### src/rtl/conv_pkg.sv
// Shared types and sizing helpers for the conv layer output path.
package conv_pkg;

    typedef enum logic [1:0] {
        IDLE,
        READ,
        WAIT,
        EMIT
    } conv_act_state_t;

    function automatic int ceil_div(input int num, input int den);
        return (num + den - 1) / den;
    endfunction

    // Enough headroom to add v_tiles signed words without overflow.
    function automatic int acc_width(input int data_w, input int v_tiles);
        return data_w + $clog2(v_tiles) + 1;
    endfunction

endpackage

### src/rtl/conv_act_requant.sv
// Combines one channel's vertical-tile partial sums, then applies ReLU,
// the requantisation shift and unsigned saturation.
module conv_act_requant
    import conv_pkg::*;
#(
    parameter int v_tiles              = 1,
    parameter int datatype_size        = 8,
    parameter int output_datatype_size = 8,
    parameter int shift                = 0
) (
    input  logic [datatype_size-1:0]        words [v_tiles],
    output logic [output_datatype_size-1:0] result
);

    localparam int acc_w = acc_width(datatype_size, v_tiles);
    // One extra bit over the wider of accumulator and output keeps the
    // saturation limit representable as a positive signed value.
    localparam int cmp_w = ((acc_w > output_datatype_size) ? acc_w : output_datatype_size) + 1;

    localparam logic signed [cmp_w-1:0] max_val =
        {{(cmp_w - output_datatype_size){1'b0}}, {output_datatype_size{1'b1}}};

    logic signed [cmp_w-1:0] sum;
    logic signed [cmp_w-1:0] shifted;

    always_comb begin
        sum = '0;
        for (int i = 0; i < v_tiles; i++) begin
            sum = sum + {{(cmp_w - datatype_size){words[i][datatype_size-1]}}, words[i]};
        end
        shifted = sum >>> shift;
        result  = '0;
        if (sum > 0) begin
            result = (shifted > max_val) ? {output_datatype_size{1'b1}}
                                         : shifted[output_datatype_size-1:0];
        end
    end

endmodule

### src/rtl/conv_act_stream.sv
// Reads every output channel of a finished pixel from the CIM buffers,
// requantises it and writes all channels to the next layer in one strobe.
module conv_act_stream
    import conv_pkg::*;
#(
    parameter int input_size           = 45,
    parameter int output_size          = 10,
    parameter int xbar_size            = 256,
    parameter int datatype_size        = 8,
    parameter int output_datatype_size = 8,
    parameter int shift                = 0,
    localparam int v_cim_tiles         = ceil_div(input_size, xbar_size),
    localparam int h_cim_tiles         = ceil_div(output_size, xbar_size)
) (
    input  logic                            clk,
    input  logic                            rst,
    input  logic                            i_start,
    input  logic                            i_cim_busy,
    input  logic [datatype_size-1:0]        i_data [v_cim_tiles][h_cim_tiles],
    output logic [$clog2(xbar_size)-1:0]    o_cim_rd_addr,
    input  logic                            i_next_busy,
    output logic [output_size-1:0]          o_ibuf_we,
    output logic [output_datatype_size-1:0] o_ibuf_wr_data [output_size],
    output logic                            o_busy
);

    localparam int ch_w   = (output_size > 1) ? $clog2(output_size) : 1;
    localparam int h_w    = (h_cim_tiles > 1) ? $clog2(h_cim_tiles) : 1;
    localparam int addr_w = $clog2(xbar_size);
    localparam logic [ch_w-1:0] last_ch = ch_w'(output_size - 1);

    conv_act_state_t state;

    logic [ch_w-1:0]                 rd_ch;
    logic                            issuing;
    logic [ch_w-1:0]                 cap_ch;
    logic                            cap_valid;
    logic [h_w-1:0]                  cap_tile;
    logic [datatype_size-1:0]        cap_words [v_cim_tiles];
    logic [output_datatype_size-1:0] cap_result;
    logic [output_datatype_size-1:0] results [output_size];

    // The buffer answers one cycle after the address, so the capture side
    // trails the address side by one channel.
    assign cap_tile = h_w'(int'(cap_ch) / xbar_size);

    always_comb begin
        for (int v = 0; v < v_cim_tiles; v++) begin
            cap_words[v] = i_data[v][cap_tile];
        end
    end

    conv_act_requant #(
        .v_tiles              (v_cim_tiles),
        .datatype_size        (datatype_size),
        .output_datatype_size (output_datatype_size),
        .shift                (shift)
    ) u_requant (
        .words  (cap_words),
        .result (cap_result)
    );

    always_ff @(posedge clk or posedge rst) begin
        if (rst) begin
            state         <= IDLE;
            o_busy        <= 1'b0;
            o_cim_rd_addr <= '0;
            o_ibuf_we     <= '0;
            rd_ch         <= '0;
            issuing       <= 1'b0;
            cap_ch        <= '0;
            cap_valid     <= 1'b0;
            for (int c = 0; c < output_size; c++) begin
                o_ibuf_wr_data[c] <= '0;
                results[c]        <= '0;
            end
        end else begin
            case (state)
                IDLE: begin
                    o_ibuf_we <= '0;
                    if (i_start && !i_cim_busy) begin
                        state         <= READ;
                        o_busy        <= 1'b1;
                        rd_ch         <= '0;
                        o_cim_rd_addr <= '0;
                        issuing       <= 1'b1;
                        cap_valid     <= 1'b0;
                    end
                end

                READ: begin
                    cap_valid <= issuing;
                    cap_ch    <= rd_ch;
                    if (issuing) begin
                        if (rd_ch == last_ch) begin
                            issuing <= 1'b0;
                        end else begin
                            rd_ch         <= rd_ch + 1'b1;
                            o_cim_rd_addr <= addr_w'((int'(rd_ch) + 1) % xbar_size);
                        end
                    end
                    if (cap_valid) begin
                        results[cap_ch] <= cap_result;
                        if (cap_ch == last_ch) begin
                            state <= WAIT;
                        end
                    end
                end

                WAIT: begin
                    if (!i_next_busy) begin
                        o_ibuf_we <= '1;
                        for (int c = 0; c < output_size; c++) begin
                            o_ibuf_wr_data[c] <= results[c];
                        end
                        state <= EMIT;
                    end
                end

                EMIT: begin
                    o_ibuf_we <= '0;
                    o_busy    <= 1'b0;
                    state     <= IDLE;
                end

                default: begin
                    state <= IDLE;
                end
            endcase
        end
    end

endmodule

### config.mk
export PLATFORM = sky130hd
export DESIGN_NAME = conv_act_stream
export DESIGN_NICKNAME = d
export VERILOG_FILES = /design/src/rtl/conv_pkg.sv /design/src/rtl/conv_act_requant.sv /design/src/rtl/conv_act_stream.sv
export SDC_FILE = /design/constraint.sdc
export NUM_CORES = 1
export LEC_CHECK = 0
export BUFFER_PORTS_ARGS = -buffer_cell sky130_fd_sc_hd__buf_2
export CORE_MARGIN = 3
export CORE_UTILIZATION = 61
export CTS_CLUSTER_SIZE = 24
export DETAILED_ROUTE_END_ITERATION = 8
export HOLD_SLACK_MARGIN = 0.15
export MAX_ROUTING_LAYER = met4
export PLACE_DENSITY_LB_ADDON = 0.08
export SYNTH_ARGS = -nofsm -noshare
export SYNTH_HDL_FRONTEND = slang
export SYNTH_SLANG_ARGS = --single-unit
### constraint.sdc
create_clock -name clk -period 12.92 [get_ports clk]
set_input_delay 2.584 -clock clk [delete_from_list [all_inputs] [get_ports clk]]
set_output_delay 2.584 -clock clk [all_outputs]
set_load 0.02 [all_outputs]
==> results_dict.tcl, run 1 <==
set metrics [dict create \
    rsz0062_at_grt "no" \
    required_ns 13.28 \
    cp-start-kind "primary input" \
    path_max_fanout 10 \
    num_rows 38 \
    grt_first_pass_wirelength_um 23900 \
    async_flop_share 1.00 \
    vias_per_cell 5.86 \
    max_stage_delay_ns 0.93 \
    hold_viol_final 0 \
    post_cts_resized 0 \
    wl_per_cell_um 19.4 \
    cp-end-kind "register" \
    die_h_um 114 \
    ys_ff_latch 175 \
    drtPass1Iterations 4 \
    p_leak_nw 4.09 \
    synth_edf_count 0 \
    max_slew.worst_pin.slew_ns 1.12 \
    yosys.area_share.simple 0.0734 \
    synth.avg_cell_area_sq_um 14.5 \
    synth_area_sq_mm 0.00708 \
    worstPathBufferInverterCount 1 \
    path_cells "buf_2 -> nand4_1 -> nor2_1 -> ha_1 -> xnor2_1 -> nor4_2 -> mux2_2" \
    tns_ns 0 \
    fin_skew_ns 0.00625 \
    cts_root_buf "clkbuf_16" \
    synth_xor_area_frac 0.00124 \
    clk_path_buf_depth 2 \
    ctsHtreeMaxLevel 4 \
    synth.area.mux_share 0.173 \
    cts_tree "yes" \
    synth_flop_cell "dfrtp_1" \
    postCtsSetupBuffers 0 \
    worst_hold_path_type "register to register" \
    wl_um 14300 \
    track_usage 0.246 \
    synthCells 487 \
    synth_top_family_by_area "multiplexers" \
    clkTransAtPathRegs_ns 0.06 \
    sw_frac_of_total 0.338 \
    cts_made_buffers 17 \
    internal_power_mw 1.38 \
    synth_compound_area_frac 0.0854 \
    critPathTopFamily "simple AND/OR/NAND/NOR gates" \
    critPathKind "primary input to register" \
    gp_congestion 0.781 \
    antenna_found_initial 0 \
    ctsHoldBuffers 0 \
    nNetsFinal 606 \
    worstPathArrival_ns 4.67 \
    ys.warnings.count 0 \
    maxCapViolCount 0 \
    max_slew_margin 0.245 \
    antenna_cells 0 \
    synthToLayoutAreaGrowth_pct 16.6 \
    io_buffer_count 108 \
    status "completed" \
    num_io_pins 112 \
    grt_max_degree 99 \
    power_frac_seq 0.419 \
    fin_crit_sh 0.334 \
    p_comb_frac 0.326 \
    vdd.ir_drop.worst_uv 167 \
    cts.sinks 175 \
    start_util 0.639 \
    drt_iter0_drc 331 \
    die_x_um 114 \
    clock_latency_ns 0.42 \
    synth.distinct_cells 38 \
    fmax_mhz 232 \
    place_inst 705 \
    place_hpwl_um 9490 \
    cellPowerDensity_mw_per_mm2 253 \
    period_minus_slack_ns 4.31 \
    slew_viol_final 0 \
    switching_power_mw 0.705 \
    layout-drive-gt1-share 0.449 \
    clockPowerShare 0.255 \
    ys_seq_area_frac 0.619 \
    coreArea_sq_mm 0.0111 \
    ant_nets 0 \
    slowest_stage "nor4_2" \
    drc 0 \
    grt_pass1_vias 4385 \
    gr-total-overflow 0 \
    setup_viol 0 \
    vias 4318 \
    synth_fa_ha_area_frac 0.0159 \
    fp.dieArea_sq_mm 0.0129 \
    final_cells 737 \
]
## Yosys cell counts (2+ instances only)
cell type,instances,area share
dfrtp_1,175,0.62
mux2_2,107,0.17
a22o_1,56,0.069
nand2_1,22,0.012
clkbuf_1,16,0.0085
nor2_1,13,0.0069
buf_4,12,0.013
ha_1,9,0.016
nor3_4,9,0.021
inv_1,7,0.0037
o21ai_0,7,0.0049
nand4_1,6,0.0053
or2_2,6,0.0053
a21o_1,3,0.0032
and2_1,3,0.0027
buf_1,3,0.0016
nand2b_1,3,0.0027
nand3_1,3,0.0021
nor2b_1,3,0.0027
a21oi_1,2,0.0014
and3b_1,2,0.0025
mux2i_1,2,0.0028
nand3b_1,2,0.0021
nor4_1,2,0.0018
## routing by layer
metal	vias to the layer above	share of wire	global-route usage
met5	-	0	-
met4	0	0.016	0.0737
met3	20	0.045	0.0488
met2	111	0.49	0.369
met1	2235	0.45	0.345
li1	1952	-	-
## power groups by stage
stage / clock network, mW / logic, mW / registers, mW
after CTS: 0.537 / 0.691 / 0.875
after detailed placement: 0 / 0.687 / 0.881
after global routing: 0.560 / 0.738 / 0.900
after floorplan: 0 / 0.357 / 0.998
final: 0.532 / 0.680 / 0.875
after global placement: 0 / 0.668 / 0.871
## cell families after synthesis
group / after synthesis
buffers and inverters: 41
adder cells (fa/ha/maj): 9
AO/OA/AOI/OAI: 73
multiplexers: 109
XOR/XNOR: 1
flip-flops: 175
AND/OR/NAND/NOR: 78
other: 1
## cells in the final DEF, fill, tap and decap left out, types with 6 or more instances in the layout
master,count
ha_1,9
nand2_1,22
mux2_2,107
a22o_1,56
nand4_1,6
dfrtp_1,175
inv_1,6
nor2_1,13
clkbuf_16,17
or2_2,6
o21ai_0,7
nor3_4,9
buf_2,108
## registers in the layout, summed over array words and instances (netlist names)
register,cells
issuing,1
results,80
o_ibuf_we,1
rd_ch,3
o_cim_rd_addr,2
o_busy,1
cap_ch,4
state,2
cap_valid,1
o_ibuf_wr_data,80
## stage by stage
stage	setup slack (ns)	instance area [sq um]	power (mW)	hold WS, ns	utilization
2_1_floorplan	5.59	7080	1.35	0.446	-
3_3_place_gp	8.26	7640	1.54	0.472	0.689
3_5_place_dp	8.20	7640	1.57	0.480	0.689
4_1_cts	8.64	8250	2.10	0.494	0.745
5_1_grt	8.47	8250	2.20	0.512	0.745
6_report	8.61	8250	2.09	0.488	0.745
## worst paths after layout
check                            from            endpoint  slack [ns]  depth (start not counted)
max                         i_data[0]         results[55]        8.61                          7
min                        results[0]          results[0]        0.49                          2
max reg2reg                  state[1]         results[46]       10.46                          6
min reg2reg                results[0]          results[0]        0.49                          2
max in group asynchronous         rst         results[73]        9.14                          3
min in group asynchronous         rst  o_ibuf_wr_data[75]        2.34                          2
## layout make-up
type / instances / area, sq um
Timing Repair Buffer: 110 / 556
Inverter: 7 / 31.3
Clock buffer: 22 / 454
Multi-Input combinational cell: 273 / 2490
Sequential cell: 175 / 4380
Clock inverter: 10 / 161
Tap cell: 140 / 175
Fill cell: 697 / 2830
## worst reg2reg max path, cell delays in order (launching register included)
cell     delay (ns)
dfrtp_1        0.40
inv_1          0.11
ha_1           0.50
nor2b_1        0.48
and3b_1        0.26
nand2_1        0.22
mux2_2         0.37
No activity file was read; power rests on OpenSTA's default activity.
==> inputs of run 2 (changes only) <==
--- a/config.mk
+++ b/config.mk
@@ -7,7 +7,7 @@
 export LEC_CHECK = 0
 export BUFFER_PORTS_ARGS = -buffer_cell sky130_fd_sc_hd__buf_2
 export CORE_MARGIN = 3
-export CORE_UTILIZATION = 61
+export CORE_UTILIZATION = 51
 export CTS_CLUSTER_SIZE = 24
 export DETAILED_ROUTE_END_ITERATION = 8
 export HOLD_SLACK_MARGIN = 0.15
==> constraint.sdc (replaced) <==
create_clock -name clk -period 3.5 [get_ports clk]
set_input_delay 0.7 -clock clk [delete_from_list [all_inputs] [get_ports clk]]
set_output_delay 0.7 -clock clk [all_outputs]
set_load 0.02 [all_outputs]
==> run 2 against run 1 <==
Compared with the run above: utilization down 12 points; global-route usage down 3.4 points; die area increased by 19%; sequential power rose to 3.7 times the previous value; wire length increased by 2.6%; first-iteration DRC count decreased by 16%; register-to-register slack worse by 9.4 ns; count of clock-buffer cells in the layout decreased by 3; power increased to 3.7 times the previous value; combinational power grew to 3.7 times the previous value; clock skew grew 0.0030 ns; final cell count rose by 5.6%; critical path type is now register to register.
==> results_dict.tcl, run 2 (same netlist as run 1, synthesis figures left out) <==
set metrics [dict create \
    die_h_um 124 \
    antenna_found_initial 0 \
    cts_made_buffers 17 \
    gr-total-overflow 0 \
    seqCellArea_sq_mm 0.00438 \
    wl_per_cell_um 18.9 \
    start_util 0.528 \
    num_io_pins 112 \
    drc 0 \
    p_leak_nw 4.13 \
    postCtsSetupBuffers 0 \
    setup_viol 0 \
    ctsHoldBuffers 0 \
    num_rows 42 \
    grt_first_pass_wirelength_um 23700 \
    tns_ns 0 \
    r2r_start "state[1]" \
    clockPowerShare 0.253 \
    status "completed" \
    holdWs_ns 0.428 \
    ctsHtreeMaxLevel 4 \
    nNetsFinal 611 \
    wl_um 14700 \
    grt_pass1_vias 4303 \
    gp_congestion 0.773 \
    clkTransAtPathRegs_ns 0.07 \
    drt_iter0_drc 278 \
    grt_use_met2 0.323 \
    cellPowerDensity_mw_per_mm2 918 \
    worstPathArrival_ns 2.78 \
    max_slew_margin 0.245 \
    synthToLayoutAreaGrowth_pct 18.3 \
    period_minus_slack_ns 2.47 \
    cp-startpoint "state[1]" \
    grt_max_degree 62 \
    ant_nets 0 \
    fp.dieArea_sq_mm 0.0153 \
    path_max_fanout 15 \
    slew_viol_final 0 \
    internal_power_mw 5.06 \
    layout_commonest_cell "dfrtp_1" \
    power_frac_seq 0.420 \
    rsz0062_at_grt "no" \
    required_ns 3.81 \
    fin_crit_sh 0.705 \
    vdd.ir_drop.worst_uv 539 \
    io_buffer_count 108 \
    sw_frac_of_total 0.341 \
    cts.sinks 175 \
    layout_common_cells "dfrtp_1 (175), buf_2 (108), mux2_2 (107), a22o_1 (56), nand2_1 (22)" \
    max_slew.worst_pin.slew_ns 1.12 \
    use_met3 0.0422 \
    power.total_mw 7.68 \
    fmax_mhz 405 \
    critPathKind "register to register" \
    coreArea_sq_mm 0.0134 \
    cts_root_buf "clkbuf_16" \
    grt.met1_usage 0.292 \
    clk_path_buf_depth 2 \
    top_regs "o_ibuf_wr_data x80, results x80, cap_ch x4" \
    maxCapViolCount 0 \
    cts_tree "yes" \
    worst_hold_path_type "primary input to asynchronous set/reset pin" \
    fin_skew_ns 0.00920 \
    grt.busiest_layer "met2" \
    cp-start-kind "register" \
    hold_viol_final 0 \
    drtPass1Iterations 4 \
    vias 4239 \
    multiInputGateArea_sq_mm 0.00249 \
    p_comb_frac 0.327 \
    layout-drive-gt1-share 0.460 \
    place_hpwl_um 10000 \
    reg2reg_slack_ns 1.03 \
    fillers 1042 \
    switching_power_mw 2.62 \
    track_usage 0.212 \
    vias_per_cell 5.45 \
    cp-end-kind "register" \
    die_x_um 124 \
    antenna_cells 0 \
    clock_latency_ns 0.42 \
    post_cts_resized 0 \
]
==> run 2: worst max-delay path, cell delays in order, from the launching register on <==
cell	delay [ns]
dfrtp_1	0.41
inv_1	0.11
ha_1	0.52
nor2b_1	0.47
and3b_1	0.25
nand2_1	0.23
mux2_2	0.37
==> run 2: layer usage <==
metal  up-vias  part of all wire  wire [um]
li1       1967                 -          -
met3        15             0.053        781
met4         0             0.012        176
met1      2143              0.46       6700
met5         -                 0          0
met2       114              0.48       7030
==> run 2: power groups by stage <==
stage | registers [mW] | clock network (mW) | logic (mW)
6_report | 3.22 | 1.94 | 2.51
5_1_grt | 3.32 | 2.06 | 2.75
4_1_cts | 3.23 | 1.97 | 2.55
3_5_place_dp | 3.26 | 0 | 2.54
3_3_place_gp | 3.23 | 0 | 2.49
2_1_floorplan | 3.68 | 0 | 1.32
==> run 2: final cells by class <==
class | count | share of cell area
inverter | 7 | 0.00359
clock inverter | 13 | 0.0193
timing repair buffer | 115 | 0.0753
clock buffer | 19 | 0.0541
tap | 176 | 0.0263
multi-input combinational | 273 | 0.298
sequential | 175 | 0.523
==> run 2: final timing paths <==
path,end,cells past startpoint
worst max-delay path,results[47],6
worst min-delay path,o_ibuf_wr_data[78],2
worst max register to register,results[47],6
worst min register to register,results[5],2
max in group asynchronous,results[1],3
min in group clk,results[5],2
==> run 2: per-stage QoR <==
stage / cell area [sq um] / cells / utilization / setup WS, ns
2_1_floorplan: 7090 / 489 / - / 0.561
3_3_place_gp: 7750 / 746 / 0.579 / 0.701
3_5_place_dp: 7750 / 746 / 0.579 / 0.657
4_1_cts: 8370 / 778 / 0.625 / 1.04
5_1_grt: 8370 / 778 / 0.625 / 0.826
6_report: 8370 / 778 / 0.625 / 1.03
